$ cat config.mk
export PLATFORM = sky130hd
export DESIGN_NAME = ex_div
export DESIGN_NICKNAME = d
export VERILOG_FILES = /design/src/rtl/div_pkg.sv /design/src/rtl/div_step.sv /design/src/rtl/ex_div.sv
export SDC_FILE = /design/constraint.sdc
export NUM_CORES = 1
export LEC_CHECK = 0
export ABC_CLOCK_PERIOD_IN_PS = 10600
export BUFFER_PORTS_ARGS = -buffer_cell sky130_fd_sc_hd__buf_2
export CAP_MARGIN = 20
export CORE_MARGIN = 8
export CORE_UTILIZATION = 45
export CTS_CLUSTER_SIZE = 20
export DETAILED_ROUTE_END_ITERATION = 8
export GPL_ROUTABILITY_DRIVEN = 0
export GPL_TIMING_DRIVEN = 0
export PLACE_DENSITY = 0.68
export SYNTH_ARGS = -nofsm -noshare
export SYNTH_HDL_FRONTEND = slang
export SYNTH_HIERARCHICAL = 1
export SYNTH_SLANG_ARGS = --single-unit
$ cat constraint.sdc
create_clock -name cpu_clk_75M -period 10.6 [get_ports cpu_clk_75M]
set_input_delay 0.53 -clock cpu_clk_75M [delete_from_list [all_inputs] [get_ports cpu_clk_75M]]
set_output_delay 0.53 -clock cpu_clk_75M [all_outputs]
set_load 0.02 [all_outputs]
$ cat src/rtl/div_pkg.sv
// Shared definitions for the EX-stage divider.
// State encoding, default width and constants.
package div_pkg;

    localparam logic [1:0] IDLE   = 2'b00;
    localparam logic [1:0] BYZERO = 2'b01;
    localparam logic [1:0] ON     = 2'b10;
    localparam logic [1:0] END    = 2'b11;

    localparam int DIV_WIDTH = 32;

    localparam logic [DIV_WIDTH-1:0] ZERO_WORD = '0;

endpackage

$ cat src/rtl/div_step.sv
// One combinational restoring-division iteration.
// Shifts {rem, quo} left and conditionally subtracts the divisor.
module div_step
    import div_pkg::*;
#(
    parameter int WIDTH = DIV_WIDTH
) (
    input  logic [WIDTH-1:0] i_rem,
    input  logic [WIDTH-1:0] i_quo,
    input  logic [WIDTH-1:0] i_dvs,
    output logic [WIDTH-1:0] o_rem,
    output logic [WIDTH-1:0] o_quo
);

    logic [WIDTH:0] w_shr;
    logic [WIDTH:0] w_diff;

    // Extra bit keeps the shifted remainder exact before the compare
    assign w_shr  = {i_rem, i_quo[WIDTH-1]};
    assign w_diff = w_shr - {1'b0, i_dvs};

    always_comb begin
        if (w_diff[WIDTH]) begin
            o_rem = w_shr[WIDTH-1:0];
            o_quo = {i_quo[WIDTH-2:0], 1'b0};
        end else begin
            o_rem = w_diff[WIDTH-1:0];
            o_quo = {i_quo[WIDTH-2:0], 1'b1};
        end
    end

endmodule

$ cat src/rtl/ex_div.sv
// Multi-cycle radix-2 restoring divider for MIPS DIV/DIVU in EX.
// Optional DIV_EARLY_TERM_EN: skip iterations when |dividend| < |divisor|.
module ex_div
    import div_pkg::*;
#(
    parameter int WIDTH = DIV_WIDTH,
    parameter int CNT_W = 6
) (
    input  logic             cpu_clk_75M,
    input  logic             cpu_rst,
    input  logic             start_i,
    input  logic             signed_i,
    input  logic [WIDTH-1:0] dividend_i,
    input  logic [WIDTH-1:0] divisor_i,
    input  logic             flush_i,
    output logic             stop_o,
    output logic             ready_o,
    output logic [WIDTH-1:0] hi_o,
    output logic [WIDTH-1:0] lo_o
);

    logic [1:0]       r_state;
    logic [1:0]       w_nstate;
    logic [CNT_W-1:0] r_cnt;
    logic [WIDTH-1:0] r_rem;
    logic [WIDTH-1:0] r_quo;
    logic [WIDTH-1:0] r_dvs;
    logic             r_qneg;
    logic             r_rneg;
    logic [WIDTH-1:0] r_hi;
    logic [WIDTH-1:0] r_lo;

    logic             w_dd_neg;
    logic             w_dv_neg;
    logic [WIDTH-1:0] w_dd_mag;
    logic [WIDTH-1:0] w_dv_mag;
    logic             w_dv_zero;
    logic             w_early;
    logic             w_accept;
    logic             w_last;
    logic [WIDTH-1:0] w_step_rem;
    logic [WIDTH-1:0] w_step_quo;

    assign w_dd_neg  = signed_i & dividend_i[WIDTH-1];
    assign w_dv_neg  = signed_i & divisor_i[WIDTH-1];
    assign w_dd_mag  = w_dd_neg ? -dividend_i : dividend_i;
    assign w_dv_mag  = w_dv_neg ? -divisor_i : divisor_i;
    assign w_dv_zero = (divisor_i == '0);
    assign w_accept  = (r_state == IDLE) & start_i & ~flush_i;
    assign w_last    = (r_cnt == CNT_W'(WIDTH - 1));

`ifdef DIV_EARLY_TERM_EN
    assign w_early = ~w_dv_zero & (w_dd_mag < w_dv_mag);
`else
    assign w_early = 1'b0;
`endif

    div_step #(
        .WIDTH (WIDTH)
    ) u_step (
        .i_rem (r_rem),
        .i_quo (r_quo),
        .i_dvs (r_dvs),
        .o_rem (w_step_rem),
        .o_quo (w_step_quo)
    );

    always_ff @(posedge cpu_clk_75M) begin
        if (cpu_rst) begin
            r_state <= IDLE;
        end else begin
            r_state <= w_nstate;
        end
    end

    always_comb begin
        w_nstate = r_state;
        if (flush_i) begin
            w_nstate = IDLE;
        end else begin
            unique case (r_state)
                IDLE: begin
                    if (start_i) begin
                        if (w_dv_zero) begin
                            w_nstate = BYZERO;
                        end else if (w_early) begin
                            w_nstate = END;
                        end else begin
                            w_nstate = ON;
                        end
                    end
                end
                BYZERO: w_nstate = END;
                ON: begin
                    if (w_last) begin
                        w_nstate = END;
                    end
                end
                END: w_nstate = IDLE;
                default: w_nstate = IDLE;
            endcase
        end
    end

    // END deliberately drops the stall so the pipeline advances with the result
    always_comb begin
        stop_o  = 1'b0;
        ready_o = 1'b0;
        if (!flush_i) begin
            unique case (r_state)
                IDLE:    stop_o  = start_i;
                BYZERO:  stop_o  = 1'b1;
                ON:      stop_o  = 1'b1;
                END:     ready_o = 1'b1;
                default: stop_o  = 1'b0;
            endcase
        end
    end

    always_ff @(posedge cpu_clk_75M) begin
        if (cpu_rst) begin
            r_cnt  <= '0;
            r_rem  <= '0;
            r_quo  <= '0;
            r_dvs  <= '0;
            r_qneg <= 1'b0;
            r_rneg <= 1'b0;
            r_hi   <= '0;
            r_lo   <= '0;
        end else if (w_accept) begin
            r_cnt  <= '0;
            r_rem  <= '0;
            r_quo  <= w_dd_mag;
            r_dvs  <= w_dv_mag;
            r_qneg <= w_dd_neg ^ w_dv_neg;
            r_rneg <= w_dd_neg;
            if (w_early) begin
                r_hi <= dividend_i;
                r_lo <= '0;
            end
        end else if (r_state == ON && !flush_i) begin
            r_cnt <= r_cnt + CNT_W'(1);
            r_rem <= w_step_rem;
            r_quo <= w_step_quo;
            // Results land on the final step so they are valid in END
            if (w_last) begin
                r_hi <= r_rneg ? -w_step_rem : w_step_rem;
                r_lo <= r_qneg ? -w_step_quo : w_step_quo;
            end
        end else if (r_state == BYZERO && !flush_i) begin
            r_hi <= WIDTH'(ZERO_WORD);
            r_lo <= WIDTH'(ZERO_WORD);
        end
    end

    assign hi_o = r_hi;
    assign lo_o = r_lo;

endmodule

==> flow_summary.json, run 1 <==
{
  "status": "finished, final reports clean",
  "dr_total_vias": 11460,
  "synth_xor_area_share_pct": 10.01,
  "fmax_mhz": 187.7,
  "htreeDepth": 4,
  "drcViolationCount": 0,
  "synth_top_family_by_area": "compound AO/OA/AOI/OAI gates",
  "dp_slack_ns": 5.379,
  "portBuffers": 133,
  "insertion_delay_ns": 0.44,
  "clk_pin_slew_ns": 0.07,
  "grt_pass1_wl_um": 57580,
  "layout_setup_ws_ns": 5.272,
  "synth_compound_area_share_pct": 22.83,
  "nFillCells": 2525,
  "required_ns": 10.91,
  "initial_core_util_pct": 45.29,
  "wl_per_cell_um": 18.42,
  "hold_violations": 0,
  "multi_input_area_um2": 7366,
  "setup_viol": 0,
  "vdd_drop_max_mv": 0.08051,
  "ctsHoldBuffers": 0,
  "synth-edff-count": 0,
  "grt_max_degree": 17,
  "cap_violations": 0,
  "syn_area_um2": 11630,
  "cts_tree": "built",
  "layout_min_cycle_time_ns": 5.328,
  "ys_top_cells_by_area": "dfxtp_1 (29%), nand2_1 (6.1%), xor2_1 (5.9%)",
  "die_y_um": 176.8,
  "muxShareOfSynthArea_pct": 4.291,
  "core_region_area_um2": 25690,
  "antenna_found_initial": 0,
  "dieArea_um2": 31260,
  "fin_skew_ns": 0.008375,
  "fp-row-count": 59,
  "syn-instance-count": 1484,
  "synth_nets": 1597,
  "syn_to_final_growth_pct": 14.27,
  "cp_max_fo": 10,
  "register_area_um2": 3403,
  "synth_top_area_share_pct": 29.25,
  "ios": 135,
  "ys_types": 85,
  "avgSynthCellArea_um2": 7.840,
  "detail_route.first_pass.iterations": 7,
  "synth-simple-area-share_pct": 21.38,
  "cts_setup_buffers": 0,
  "first_iter_violations": 1144,
  "ys_seq_area_share_pct": 29.25,
  "grt_usage_pct": 22.91,
  "rsz0062_at_grt": "false",
  "clock-sinks": 170,
  "arrival_ns": 5.64,
  "cp-end-kind": "flip-flop",
  "critPathKind": "flip-flop to flip-flop",
  "nets": 1750,
  "fin_area_um2": 13300,
  "overflow": 0,
  "cts_max_path_buffers": 2,
  "synth_largest_area_cell": "dfxtp_1",
  "fp.dieW_um": 176.8,
  "wl_um": 36560,
  "power_mw": 1.729,
  "tightest_slew_ns": 1.000,
  "power.density_nw_per_um2": 130.1,
  "tns_ns": 0,
  "ant_nets": 0,
  "async_reset_ff_share_pct": 0,
  "synth_ff_type": "dfxtp_1",
  "fin_crit_sh_pct": 50.26,
  "diodes": 0,
  "slew_headroom_pct": 33.18,
  "yosys_register_bits": 170,
  "synth-adder-area-share_pct": 4.796,
  "slew_viol_final": 0,
  "start_kind": "flip-flop",
  "cts_buffers": 17,
  "grt_pass1_vias": 10530,
  "ys_warn_count": 6,
  "min_path_type": "input port to flip-flop",
  "drive_above_1_share_pct": 15.39,
  "root_buffer": "clkbuf_16",
  "dpl_cell_area_um2": 12730,
  "p_leak_nw": 5.362,
  "via_per_inst": 5.774,
  "cts_resized": 0,
  "dp_hpwl_um": 28930
}
[layer usage]
layer  part of all wire [%]  global-route usage [%]  vias up  routed length (um)
met4                    1.4                   5.499        0                 522
met2                     43                   33.91      489               15590
met5                      0                       0        -                   0
met1                     48                   33.35     5303               17380
li1                       -                       -     5635                   -
met3                    8.4                   4.587       35                3070
[critical path: stages, from the launching register on]
cell       delay [ns]
dfxtp_1          0.39
inv_1            0.06
ha_1             0.22
fa_1             0.41
and2b_1          0.24
o2111ai_1        0.15
a21oi_2          0.24
o2111ai_1        0.23
a211oi_2         0.28
nor2_2           0.11
mux2i_1          0.25
and2_4           0.20
buf_2            0.25
o21ai_1          0.22
inv_1            0.12
ha_1             0.19
or2b_2           0.34
or4b_4           0.52
buf_6            0.16
o41ai_2          0.34
xor2_1           0.22
o21ai_1          0.07
[flip-flops by register name (all words and copies together) (netlist names)]
name / cells
r_qneg: 1
r_cnt: 6
r_quo: 32
hi_o: 32
r_rem: 32
r_rneg: 1
r_state: 2
r_dvs: 32
lo_o: 32
[final cells by class]
type,count,area share (%)
Multi-Input combinational cell,1131,55.40
Clock buffer,21,3.614
Inverter,59,1.666
Timing Repair Buffer,134,5.063
Tap cell,335,3.153
Clock inverter,11,0.6588
Sequential cell,170,25.60
Buffer,124,4.847
[metrics by stage]
| stage | util (%) | hold slack (ns) | instances |
|---|---|---|---|
| after detailed placement | 49.54 | 0.4370 | 1953 |
| after global placement | 49.51 | 0.4315 | 1952 |
| after floorplan | - | 0.4250 | 1484 |
| after CTS | 51.75 | 0.3730 | 1985 |
| final | 51.75 | 0.3850 | 1985 |
| after global routing | 51.75 | 0.4081 | 1985 |
[cells in the final DEF (no fill, tap or decap), drive strengths merged, types with 20 or more instances in the layout]
master,synthesis,routed
nand2,190,190
buf,50,184
dfxtp,170,170
nor2,107,107
a21oi,97,97
clkbuf,73,94
o21ai,85,85
xor2,79,79
inv,58,61
xnor2,54,54
ha,43,43
nand3,36,36
nor3,32,32
o31ai,28,28
nor4,27,27
mux2,22,22
a31oi,21,21
o41ai,21,21
a21o,20,20
a211oi,20,20
or3,20,20
[cells in the mapped netlist, types with 19 or more instances]
master / n
ha_1: 43
o21ai_0: 68
buf_4: 31
a31oi_1: 21
inv_1: 57
or3_1: 19
nand3_1: 36
a21o_1: 20
a21oi_1: 96
a211oi_1: 19
mux2_4: 19
nor4_1: 25
nor3_1: 31
dfxtp_1: 170
xnor2_1: 54
nor2_1: 106
nand2_1: 190
clkbuf_1: 72
xor2_1: 79
o31ai_1: 28
[power breakdown]
group	leakage (nW)	switching, mW	internal, mW
logic	3.71	0.281	0.168
clock network	0.274	0.281	0.328
registers	1.38	0.0118	0.659
[final timing paths]
check,endpoint,slack [ns],cells past startpoint,startpoint
setup / recovery,hi_o[28]$_SDFFE_PP0P_,5.27,21,r_quo[31]$_SDFFE_PP0P_
hold / removal,r_quo[29]$_SDFFE_PP0P_,0.38,3,dividend_i[29]
setup reg to reg,hi_o[28]$_SDFFE_PP0P_,5.27,21,r_quo[31]$_SDFFE_PP0P_
hold reg to reg,hi_o[30]$_SDFFE_PP0P_,0.45,2,hi_o[30]$_SDFFE_PP0P_
[cell families after synthesis]
| family | Yosys count |
|---|---|
| mux | 40 |
| buf+inv | 183 |
| fa+ha+maj | 44 |
| compound gates | 401 |
| simple gates | 513 |
| flops | 170 |
| xor+xnor | 133 |
Note: power is estimated with default switching activity, not from simulation.
==> run 2: changes to the inputs <==
- ABC_CLOCK_PERIOD_IN_PS: 10600 -> 5300
- clock period: 10.6 -> 5.3 ns (I/O delays scaled with it)
==> run 2 against run 1 <==
Cell count grew 0.10%. Non-clock buffer count grew 2. Worst hold slack lost 0.27 ns. Count of clock-buffer cells in the layout is the same. Highest routed layer unchanged. Critical path type unchanged. Maximum frequency grew 4.6%. Critical endpoint unchanged. Register-to-register slack lost 5.1 ns. Clock power grew 100%.
==> flow_summary.json, run 2 (synthesis results as in run 1) <==
{
  "fin_skew_ns": 0.01106,
  "required_ns": 5.61,
  "overflow": 0,
  "fin_util_pct": 52.01,
  "detail_route.first_pass.iterations": 8,
  "cts_max_path_buffers": 2,
  "slew_viol_final": 0,
  "grt_max_degree": 17,
  "met1_length_um": 17570,
  "cts_tree": "built",
  "wl_met2_um": 15700,
  "grt_pass1_vias": 10530,
  "dieArea_um2": 31260,
  "nets": 1752,
  "fp-row-count": 59,
  "hold_violations": 0,
  "insertion_delay_ns": 0.44,
  "placed_cells_incl_taps": 1953,
  "vdd_drop_max_mv": 0.1611,
  "drive_above_1_share_pct": 15.98,
  "initial_core_util_pct": 45.29,
  "cp_max_fo": 10,
  "fin_crit_sh_pct": 96.12,
  "r2r_end": "hi_o[28]$_SDFFE_PP0P_",
  "register_area_um2": 3405,
  "htreeDepth": 4,
  "via_per_inst": 5.772,
  "final_cells": 1987,
  "multi_input_area_um2": 7413,
  "setup_viol": 0,
  "rsz0062_at_grt": "false",
  "cp-end-kind": "flip-flop",
  "portBuffers": 133,
  "diodes": 0,
  "tns_ns": 0,
  "p_leak_nw": 5.376,
  "dr_wl_met3_um": 2897,
  "layout_setup_ws_ns": 0.2055,
  "top_layer": "met4",
  "antenna_found_initial": 0,
  "min_path_type": "input port to flip-flop",
  "fmax_mhz": 196.3,
  "grt_usage_pct": 22.91,
  "cap_violations": 0,
  "power_mw": 3.487,
  "start_kind": "flip-flop",
  "nFillCells": 2511,
  "r2r_slack_ns": 0.21,
  "ctsHoldBuffers": 0,
  "ant_nets": 0,
  "endpoint": "hi_o[28]$_SDFFE_PP0P_",
  "grt_pass1_wl_um": 57580,
  "die_y_um": 176.8,
  "tightest_slew_ns": 0.9951,
  "critPathLaunch": "r_quo[31]$_SDFFE_PP0P_",
  "dp_slack_ns": 0.07908,
  "core_region_area_um2": 25690,
  "clk_pin_slew_ns": 0.07,
  "root_buffer": "clkbuf_16",
  "syn_to_final_growth_pct": 14.84,
  "first_iter_violations": 1091,
  "fp.dieW_um": 176.8,
  "wl_um": 36660,
  "critPathKind": "flip-flop to flip-flop",
  "slew_headroom_pct": 33.52,
  "drcViolationCount": 0,
  "final_common_cell": "nand2_1",
  "dr_total_vias": 11470,
  "reg2regPathDepth": 20,
  "power.density_nw_per_um2": 260.9,
  "most-common-layout-cells": "nand2_1 (190), dfxtp_1 (169), buf_2 (133)",
  "status": "finished, final reports clean",
  "clock-sinks": 170,
  "r2r_start": "r_quo[31]$_SDFFE_PP0P_",
  "layout_min_cycle_time_ns": 5.094,
  "cts_buffers": 17,
  "arrival_ns": 5.41,
  "dp_hpwl_um": 28930,
  "wl_per_cell_um": 18.45,
  "min-delay-start": "dividend_i[29]",
  "ios": 135
}
## run 2: worst min-delay path by stage
stage	to	slack (ns)	cells after the start
after CTS	r_quo[29]$_SDFFE_PP0P_	0.11	3
final	r_quo[29]$_SDFFE_PP0P_	0.12	3
after detailed placement	lo_o[20]$_SDFFE_PP0P_	0.44	2
after global routing	r_quo[24]$_SDFFE_PP0P_	0.14	2
after global placement	hi_o[13]$_SDFFE_PP0P_	0.43	2
after floorplan	r_dvs[0]$_SDFFE_PP0P_	0.40	2
## run 2: repair_timing
action / CTS / global route
setup endpoints to repair: 0 / 16
buffers inserted: 0 / 2
gates resized for setup: 0 / 11
## run 2: through the flow
stage	hold WS, ns	cell area (um2)
6_report	0.1199	13360
5_1_grt	0.1431	13360
4_1_cts	0.1080	13300
3_5_place_dp	0.4370	12730
3_3_place_gp	0.4315	12720
2_1_floorplan	0.4010	11630
## run 2: layer usage
metal	track usage (%)	vias to the layer above
li1	-	5628
met1	33.35	5324
met2	33.91	484
met3	4.587	33
met4	5.499	0
met5	0	-
## run 2: worst max-delay path: stages, from the launching register on
cell,delay (ns)
dfxtp_2,0.36
inv_1,0.05
ha_1,0.22
fa_2,0.36
and2b_1,0.25
o2111ai_2,0.14
a21oi_2,0.22
o2111ai_2,0.18
a211oi_2,0.28
nor2_4,0.10
mux2i_2,0.24
and2_4,0.20
inv_2,0.06
buf_6,0.16
mux2_4,0.36
or4_4,0.53
or4b_4,0.49
buf_6,0.16
o41ai_4,0.34
xor2_1,0.21
o21ai_1,0.07
## run 2: final cells by class
cell class              instances  area share [%]
multi-input cells            1131           55.48
well taps                     335           3.137
repair buffers                136           5.150
inverters                      59           1.657
plain buffers                 124           4.841
clock buffers                  21           3.596
flip-flops and latches        170           25.48
clock inverters                11          0.6555
## run 2: power by group
group	leakage, nW	internal [mW]	switching (mW)	total [mW]
logic	3.72	0.348	0.575	0.922
clock network	0.274	0.657	0.566	1.22
registers	1.38	1.32	0.0236	1.34
